--- src/rtl/mac_acc_seq.sv ---
// mac_acc_seq: bit-serial dot-product accumulator.
// Consumes LSB-first W-bit product frames one bit per cycle, adds each frame
// into a W-bit rotating accumulator through a 1-bit serial adder, and after K
// frames presents the sum in parallel behind a valid/ready handshake.
// Optional build macro MAC_ACC_SAT_EN: saturate the result to all ones on the
// first frame carry-out instead of wrapping modulo 2^W.
module mac_acc_seq #(
    parameter int W = 16,
    parameter int K = 4
) (
    input  logic         clk,
    input  logic         rst,
    input  logic         in_bit,
    input  logic         in_valid,
    input  logic         in_first,
    output logic         in_ready,
    output logic [W-1:0] out_data,
    output logic         out_valid,
    input  logic         out_ready,
    output logic         out_ovf,
    output logic         err
);

    localparam int CNT_W = (W > 1) ? $clog2(W) : 1;
    localparam int FRM_W = (K > 1) ? $clog2(K) : 1;
    localparam logic [CNT_W-1:0] LAST_BIT = CNT_W'(W - 1);
    localparam logic [FRM_W-1:0] LAST_FRM = FRM_W'(K - 1);

    typedef enum logic [1:0] {
        SYNC = 2'd0,
        ACC  = 2'd1,
        HOLD = 2'd2
    } state_t;

    state_t           state;
    state_t           state_nxt;

    logic [W-1:0]     acc;
    logic             carry;
    logic [CNT_W-1:0] bit_cnt;
    logic [FRM_W-1:0] frm_cnt;
    logic             ovf_r;
    logic             err_r;
`ifdef MAC_ACC_SAT_EN
    logic             sat_r;
`endif

    logic             accept;
    logic             take_bit;
    logic             restart;
    logic             last_bit;
    logic             last_frm;
    logic             drain;
    logic [CNT_W-1:0] bit_idx;
    logic             cin;
    logic             sum_bit;
    logic             cout;
    logic [W-1:0]     acc_rot;

    // Carry of a full adder: majority of the three inputs.
    function automatic logic maj3(input logic a, input logic b, input logic c);
        return (a & b) | (a & c) | (b & c);
    endfunction

`ifdef MAC_ACC_SAT_EN
    // Frame-end accumulator value: clamp to all ones when the frame overflowed.
    function automatic logic [W-1:0] sat_frame_end(input logic [W-1:0] rot,
                                                   input logic         ovf);
        return ovf ? {W{1'b1}} : rot;
    endfunction
`endif

    // Serial adder and bit/frame bookkeeping for the bit presented this cycle.
    always_comb begin
        accept   = in_valid && in_ready;
        // In SYNC only a frame start is consumed; everything else is noise.
        take_bit = accept && ((state == ACC) || in_first);
        // A frame start arriving mid-frame is a framing error.
        restart  = accept && (state == ACC) && in_first;
        // Any frame start is bit 0, and its carry chain starts clean.
        bit_idx  = in_first ? '0 : bit_cnt;
        cin      = in_first ? 1'b0 : carry;
        last_bit = take_bit && (bit_idx == LAST_BIT);
        last_frm = last_bit && (frm_cnt == LAST_FRM);
        drain    = (state == HOLD) && out_ready;
        sum_bit  = in_bit ^ acc[0] ^ cin;
        cout     = maj3(in_bit, acc[0], cin);
        // Rotate right, inserting the new sum bit at the top; after W bits the
        // accumulator is back in natural order.
        acc_rot        = acc >> 1;
        acc_rot[W-1]   = sum_bit;
    end

    // State register.
    always_ff @(posedge clk or posedge rst) begin
        if (rst) begin
            state <= SYNC;
        end else begin
            state <= state_nxt;
        end
    end

    // Next-state logic.
    always_comb begin
        state_nxt = state;
        case (state)
            SYNC, ACC: begin
                if (last_frm) begin
                    state_nxt = HOLD;
                end else if (last_bit) begin
                    state_nxt = SYNC;
                end else if (take_bit) begin
                    state_nxt = ACC;
                end
            end
            HOLD: begin
                if (out_ready) begin
                    state_nxt = SYNC;
                end
            end
            default: state_nxt = SYNC;
        endcase
    end

    // Handshake outputs; the result bus is forced to zero outside HOLD.
    always_comb begin
        in_ready  = (state != HOLD);
        out_valid = (state == HOLD);
        out_data  = (state == HOLD) ? acc : '0;
        out_ovf   = (state == HOLD) && ovf_r;
        err       = err_r;
    end

    // Accumulator, serial carry, counters and sticky flags.
    always_ff @(posedge clk or posedge rst) begin
        if (rst) begin
            acc     <= '0;
            carry   <= 1'b0;
            bit_cnt <= '0;
            frm_cnt <= '0;
            ovf_r   <= 1'b0;
            err_r   <= 1'b0;
`ifdef MAC_ACC_SAT_EN
            sat_r   <= 1'b0;
`endif
        end else if (drain) begin
            // Result consumed: the next dot product starts from zero.
            acc   <= '0;
            ovf_r <= 1'b0;
`ifdef MAC_ACC_SAT_EN
            sat_r <= 1'b0;
`endif
        end else if (take_bit) begin
            if (restart) begin
                err_r <= 1'b1;
            end
            if (last_bit) begin
                bit_cnt <= '0;
                carry   <= 1'b0;
                frm_cnt <= last_frm ? '0 : frm_cnt + 1'b1;
                if (cout) begin
                    ovf_r <= 1'b1;
                end
            end else begin
                bit_cnt <= bit_idx + 1'b1;
                carry   <= cout;
            end
`ifdef MAC_ACC_SAT_EN
            // Once saturated the accumulator is frozen at all ones.
            if (!sat_r) begin
                acc <= last_bit ? sat_frame_end(acc_rot, cout) : acc_rot;
            end
            if (last_bit && cout) begin
                sat_r <= 1'b1;
            end
`else
            acc <= acc_rot;
`endif
        end
    end

endmodule

--- config.mk ---
export PLATFORM = sky130hd
export DESIGN_NAME = mac_acc_seq
export DESIGN_NICKNAME = d
export VERILOG_FILES = /design/src/rtl/mac_acc_seq.sv
export SDC_FILE = /design/constraint.sdc
export NUM_CORES = 1
export LEC_CHECK = 0
export ABC_CLOCK_PERIOD_IN_PS = 4500
export CORE_ASPECT_RATIO = 1.25
export CORE_UTILIZATION = 55
export CTS_CLUSTER_DIAMETER = 80
export DETAILED_ROUTE_END_ITERATION = 6
export GPL_TIMING_DRIVEN = 0
export PLACE_DENSITY = 0.81
export SKIP_CTS_REPAIR_TIMING = 1
export SLEW_MARGIN = 20
export SYNTH_ARGS = -nofsm -noshare
export SYNTH_HDL_FRONTEND = slang
export SYNTH_SLANG_ARGS = --single-unit
--- constraint.sdc ---
create_clock -name clk -period 4.5 [get_ports clk]
set_input_delay 0.9 -clock clk [delete_from_list [all_inputs] [get_ports clk]]
set_output_delay 0.9 -clock clk [all_outputs]
set_load 0.05 [all_outputs]
-- Yosys cells after proc, flatten, opt, wreduce, memory -nomap -nowiden
Index checks and enable logic that the tools add are counted.
- word-level logic and storage cells: 60
- input bits: 6
- flip-flop bits (word level): 27
- eq/ne operators: 7
- add/subtract/negate cells: 2
- reduce and logical (&&, ||, !) cells: 19
- mux-type cells: 17
- bitwise logic cells: 8
- operators with widths (kind ; number):
    16-bit two-way mux ; 3
    2-bit two-way mux ; 5
    3-bit AND reduction ; 3
    1-bit logical AND ; 8
    4-bit two-way mux ; 2
    1-bit two-way mux ; 6
    2-bit nonzero test ; 3
    4-bit by 1-bit adder with 4-bit output, second input constant ; 1
    2-bit == test, second input constant ; 2
    4-bit == test, second input constant ; 1
    4-bit != test, second input constant ; 1
    2-bit case mux with 2 select lines ; 1
    2-bit AND reduction ; 2
    1-bit AND ; 3
    2-bit by 1-bit adder with 2-bit output, second input constant ; 1
    2-bit by 1-bit == test with 1-bit output, second input constant ; 1
    2-bit logical NOT ; 1
    2-bit by 1-bit != test with 1-bit output, second input constant ; 1
    2-bit != test, second input constant ; 1
    1-bit bitwise OR ; 2
    2-bit OR reduction ; 1
    1-bit XOR ; 2
    1-bit logical OR ; 1
    1-bit NOT ; 1

-- Logic depth before layout (Yosys ltp)
- word-level depth: 8
- depth in mapped cells: 7
- depth with buffers taken out: 6

-- Least setup slack after synthesis
No wires, ideal clock.
- path kind: register to output
- start: reg state[1]
- end: out out_data[10]
- data required time: 3.600 ns
- buffers on the path: 1
- arrival time: 1.723 ns
- cell stages (with the launch flop): 4
- path slack: 1.877 ns
- cells stage by stage: dfrtp_1 > nor2b_1 > clkbuf_1 > and2_1
- cells in the longest elaborated chain, start to end: 2
- RTL lines (what ; RTL line ; source):
    start: declaration ; 35 ; state_t state;
    start signal: assignment ; 99 ; state <= state_nxt;
    2-bit == test ; - ;
    named net out_valid ; 18 ; output logic out_valid,
    16-bit two-way mux ; 129 ; out_data = (state == HOLD) ? acc : '0;
    end: declaration ; 17 ; output logic [W-1:0] out_data,
The timed path passes the listed nets, and every way through them passes these cells.

-- Final worst setup path
- start: reg state[1]
- end: out out_data[13]
- cells in the longest elaborated chain, start to end: 2
- RTL lines (what ; RTL line):
    2-bit == test ; 129
    16-bit two-way mux ; 129
Every way passes these cells.

==> metrics <==
clock transition at the registers of the reported paths=0.14 ns; # IOs=26; Setup-failing EPs final=0; GR met1 Demand/Resource=0.272; met2 usage=0.365; HP Class=reg2reg; H-tree depth=1; P per Cell Area=345 nW/um^2; Die Y-Extent=58.4 um; antenna violations before repair=0; GRT Util Overall=0.217; # nets final=174; Reg power frac=0.615; fin util=0.708; Syn Area/Cell=10.4 sq um; leading cell types in the layout, fill and taps excluded=27 x dfrtp_1, 25 x clkdlybuf4s50_1, 18 x and2_1; Comb pwr share=0.210; multi-input logic area=662 sq um; most common cell after layout, fill and taps aside=dfrtp_1; fmax=0.310 GHz; Synth Register Bits=27; clock skew=0.00290 ns; I/O Buffers=25; normalized max-slew margin=0.635; global routing's busiest layer=met2; hold path depth=1; Pint=406 uW; leakage power=0.000842 uW; clock share of power=0.175; sw frac=0.316; setup total negative slack=0 ns; mapped cell area=1400 sq um; CTS Buf Count=3; Slew Limit Fails=0; CTS Sinks=27; peak supply drop=0.284 mV; Root Driver=clkbuf_4; final instance area=1720 sq um; first-pass GRT wire length=4290 um; final RePlAce weighted congestion=0.763; RSZ-0062 raised after global routing=no; DRT antenna net count=0; dpl cells=193; hold wc startpoint=err$_DFFE_PP0P_; via-per-instance ratio=5.29; status=complete, no violations; post-synth cell types=31; n_diodes=0; sequential cell area=676 sq um; placed cell area=1690 sq um; die area=2750 sq um; fin crit share=0.718; actual slew at the worst max-slew pin=0.546 ns; core area=2430 sq um; standard-cell rows=20; Post-route DRC=0; GR Overflow Total=0; GRT met3 Usage=0.0215; R2R Path End=frm_cnt[1]$_DFFE_PP0P_; Hold Vio Cnt, Final=0; Initial DRC Count=20; data required time of the worst path=3.60 ns; register area share after synthesis=0.483; reg2reg path depth=6; cell taking the most area after synthesis=dfrtp_1; DR WL/cell=12.5 um; Area growth syn-to-layout=22.8%; vias=1042; DRT Pass-1 Iters=4; CP Capture Type=output pin; R2R setup slack=2.82 ns; CP Max Fanout=10; detailed placement HPWL=1860 um; clk buf depth=2; fin cells=197; share of cells above drive strength 1=0.159; fill cell count=198; CTS tree=done; Chip Width=47.1 um; Yosys top cell area share=0.483; Critical Path Start Type=flop; Arrival @ worst endpoint=2.33 ns; Tmin final=3.23 ns; final wirelength=2460 um; largest net degree at the start of global routing=28; YS warnings=0; ranking of synthesized cells by area=dfrtp_1 48%, and2_1 8.1%, mux2i_1 6.4%; switching pwr=187 uW; vias in the first global route=1011; Initial Util=0.576; Synth Net Count=144; CP Class=reg2out; Max Cap Viol=0; clk_lat worst skew=0.33 ns; reg-to-reg startpoint=bit_cnt[0]$_DFFE_PP0P_; hold endpoint=err$_DFFE_PP0P_; Post-Syn Instances=135
-- routing by layer --
layer / vias up / routed length [um]
li1: 507 / -
met1: 511 / 1070
met2: 19 / 1280
met3: 5 / 56
met4: 0 / 49
met5: - / 0
-- worst max-delay path, cell delays in order, from the launching register on --
cell and delay (ns):
dfrtp_1 0.49, nor2b_1 0.23, clkbuf_1 0.30, and2_1 0.18, clkdlybuf4s50_1 0.80
-- Yosys cell counts --
master    count
a21o_1        1
a21o_2        2
a21oi_1       4
a31oi_1       2
a41oi_1       1
and2_1       18
and2b_2       3
and2b_4       1
buf_2         4
buf_6         2
clkbuf_1      1
dfrtp_1      27
fa_1          1
ha_1          2
inv_1         4
mux2_2        2
mux2_4        2
mux2i_1       9
nand2_1      15
nand2_2       2
nand3_1       2
nand3b_1      1
nand4b_4      1
nor2_1       14
nor2b_1       1
nor3_1        1
nor3_4        1
nor3b_1       1
o21ai_0       8
o21ai_1       1
o21ai_4       1
-- logic make-up after synthesis --
kind of cell,Yosys count,share of synthesized area
simple gates,61,0.248
flops,27,0.483
compound gates,20,0.0912
mux,13,0.102
buf+inv,11,0.0438
fa+ha+maj,3,0.0322
-- state kept, by name (all words and copies together), names as in the netlist --
signal,flops
err,1
ovf_r,1
acc,16
frm_cnt,2
state,2
carry,1
bit_cnt,4
-- per-stage QoR --
step	power (uW)	setup slack (ns)	hold slack, ns
floorplan	454	1.88	0.454
global placement	482	1.68	0.446
detailed placement	496	1.63	0.458
CTS	600	1.24	0.492
global route	638	1.11	0.501
finish	593	1.27	0.487
-- worst max-delay path by stage --
stage                                    start      endpoint
after floorplan           state[1]$_DFFE_PP0P_  out_data[10]
after global placement    state[1]$_DFFE_PP0P_  out_data[13]
after detailed placement  state[1]$_DFFE_PP0P_  out_data[13]
after CTS                 state[1]$_DFFE_PP0P_  out_data[13]
after global routing      state[1]$_DFFE_PP0P_   out_data[7]
final                     state[1]$_DFFE_PP0P_  out_data[13]
-- power by group through the flow --
| stage | Combinational (uW) | Clock, uW | Sequential [uW] |
|---|---|---|---|
| 6_report | 125 | 104 | 365 |
| 5_1_grt | 146 | 115 | 377 |
| 4_1_cts | 127 | 107 | 365 |
| 3_5_place_dp | 126 | 0 | 370 |
| 3_3_place_gp | 116 | 0 | 366 |
| 2_1_floorplan | 99.3 | 0 | 355 |
-- cell type report --
type                       count  area share
sequential                    27       0.393
clock inverter                 1     0.00291
clock buffer                   3      0.0131
multi-input combinational     97       0.385
timing repair buffer          25       0.146
inverter                       4     0.00874
buffer                         7      0.0269
tap                           33      0.0240
No activity file was read; power rests on OpenSTA's default activity.
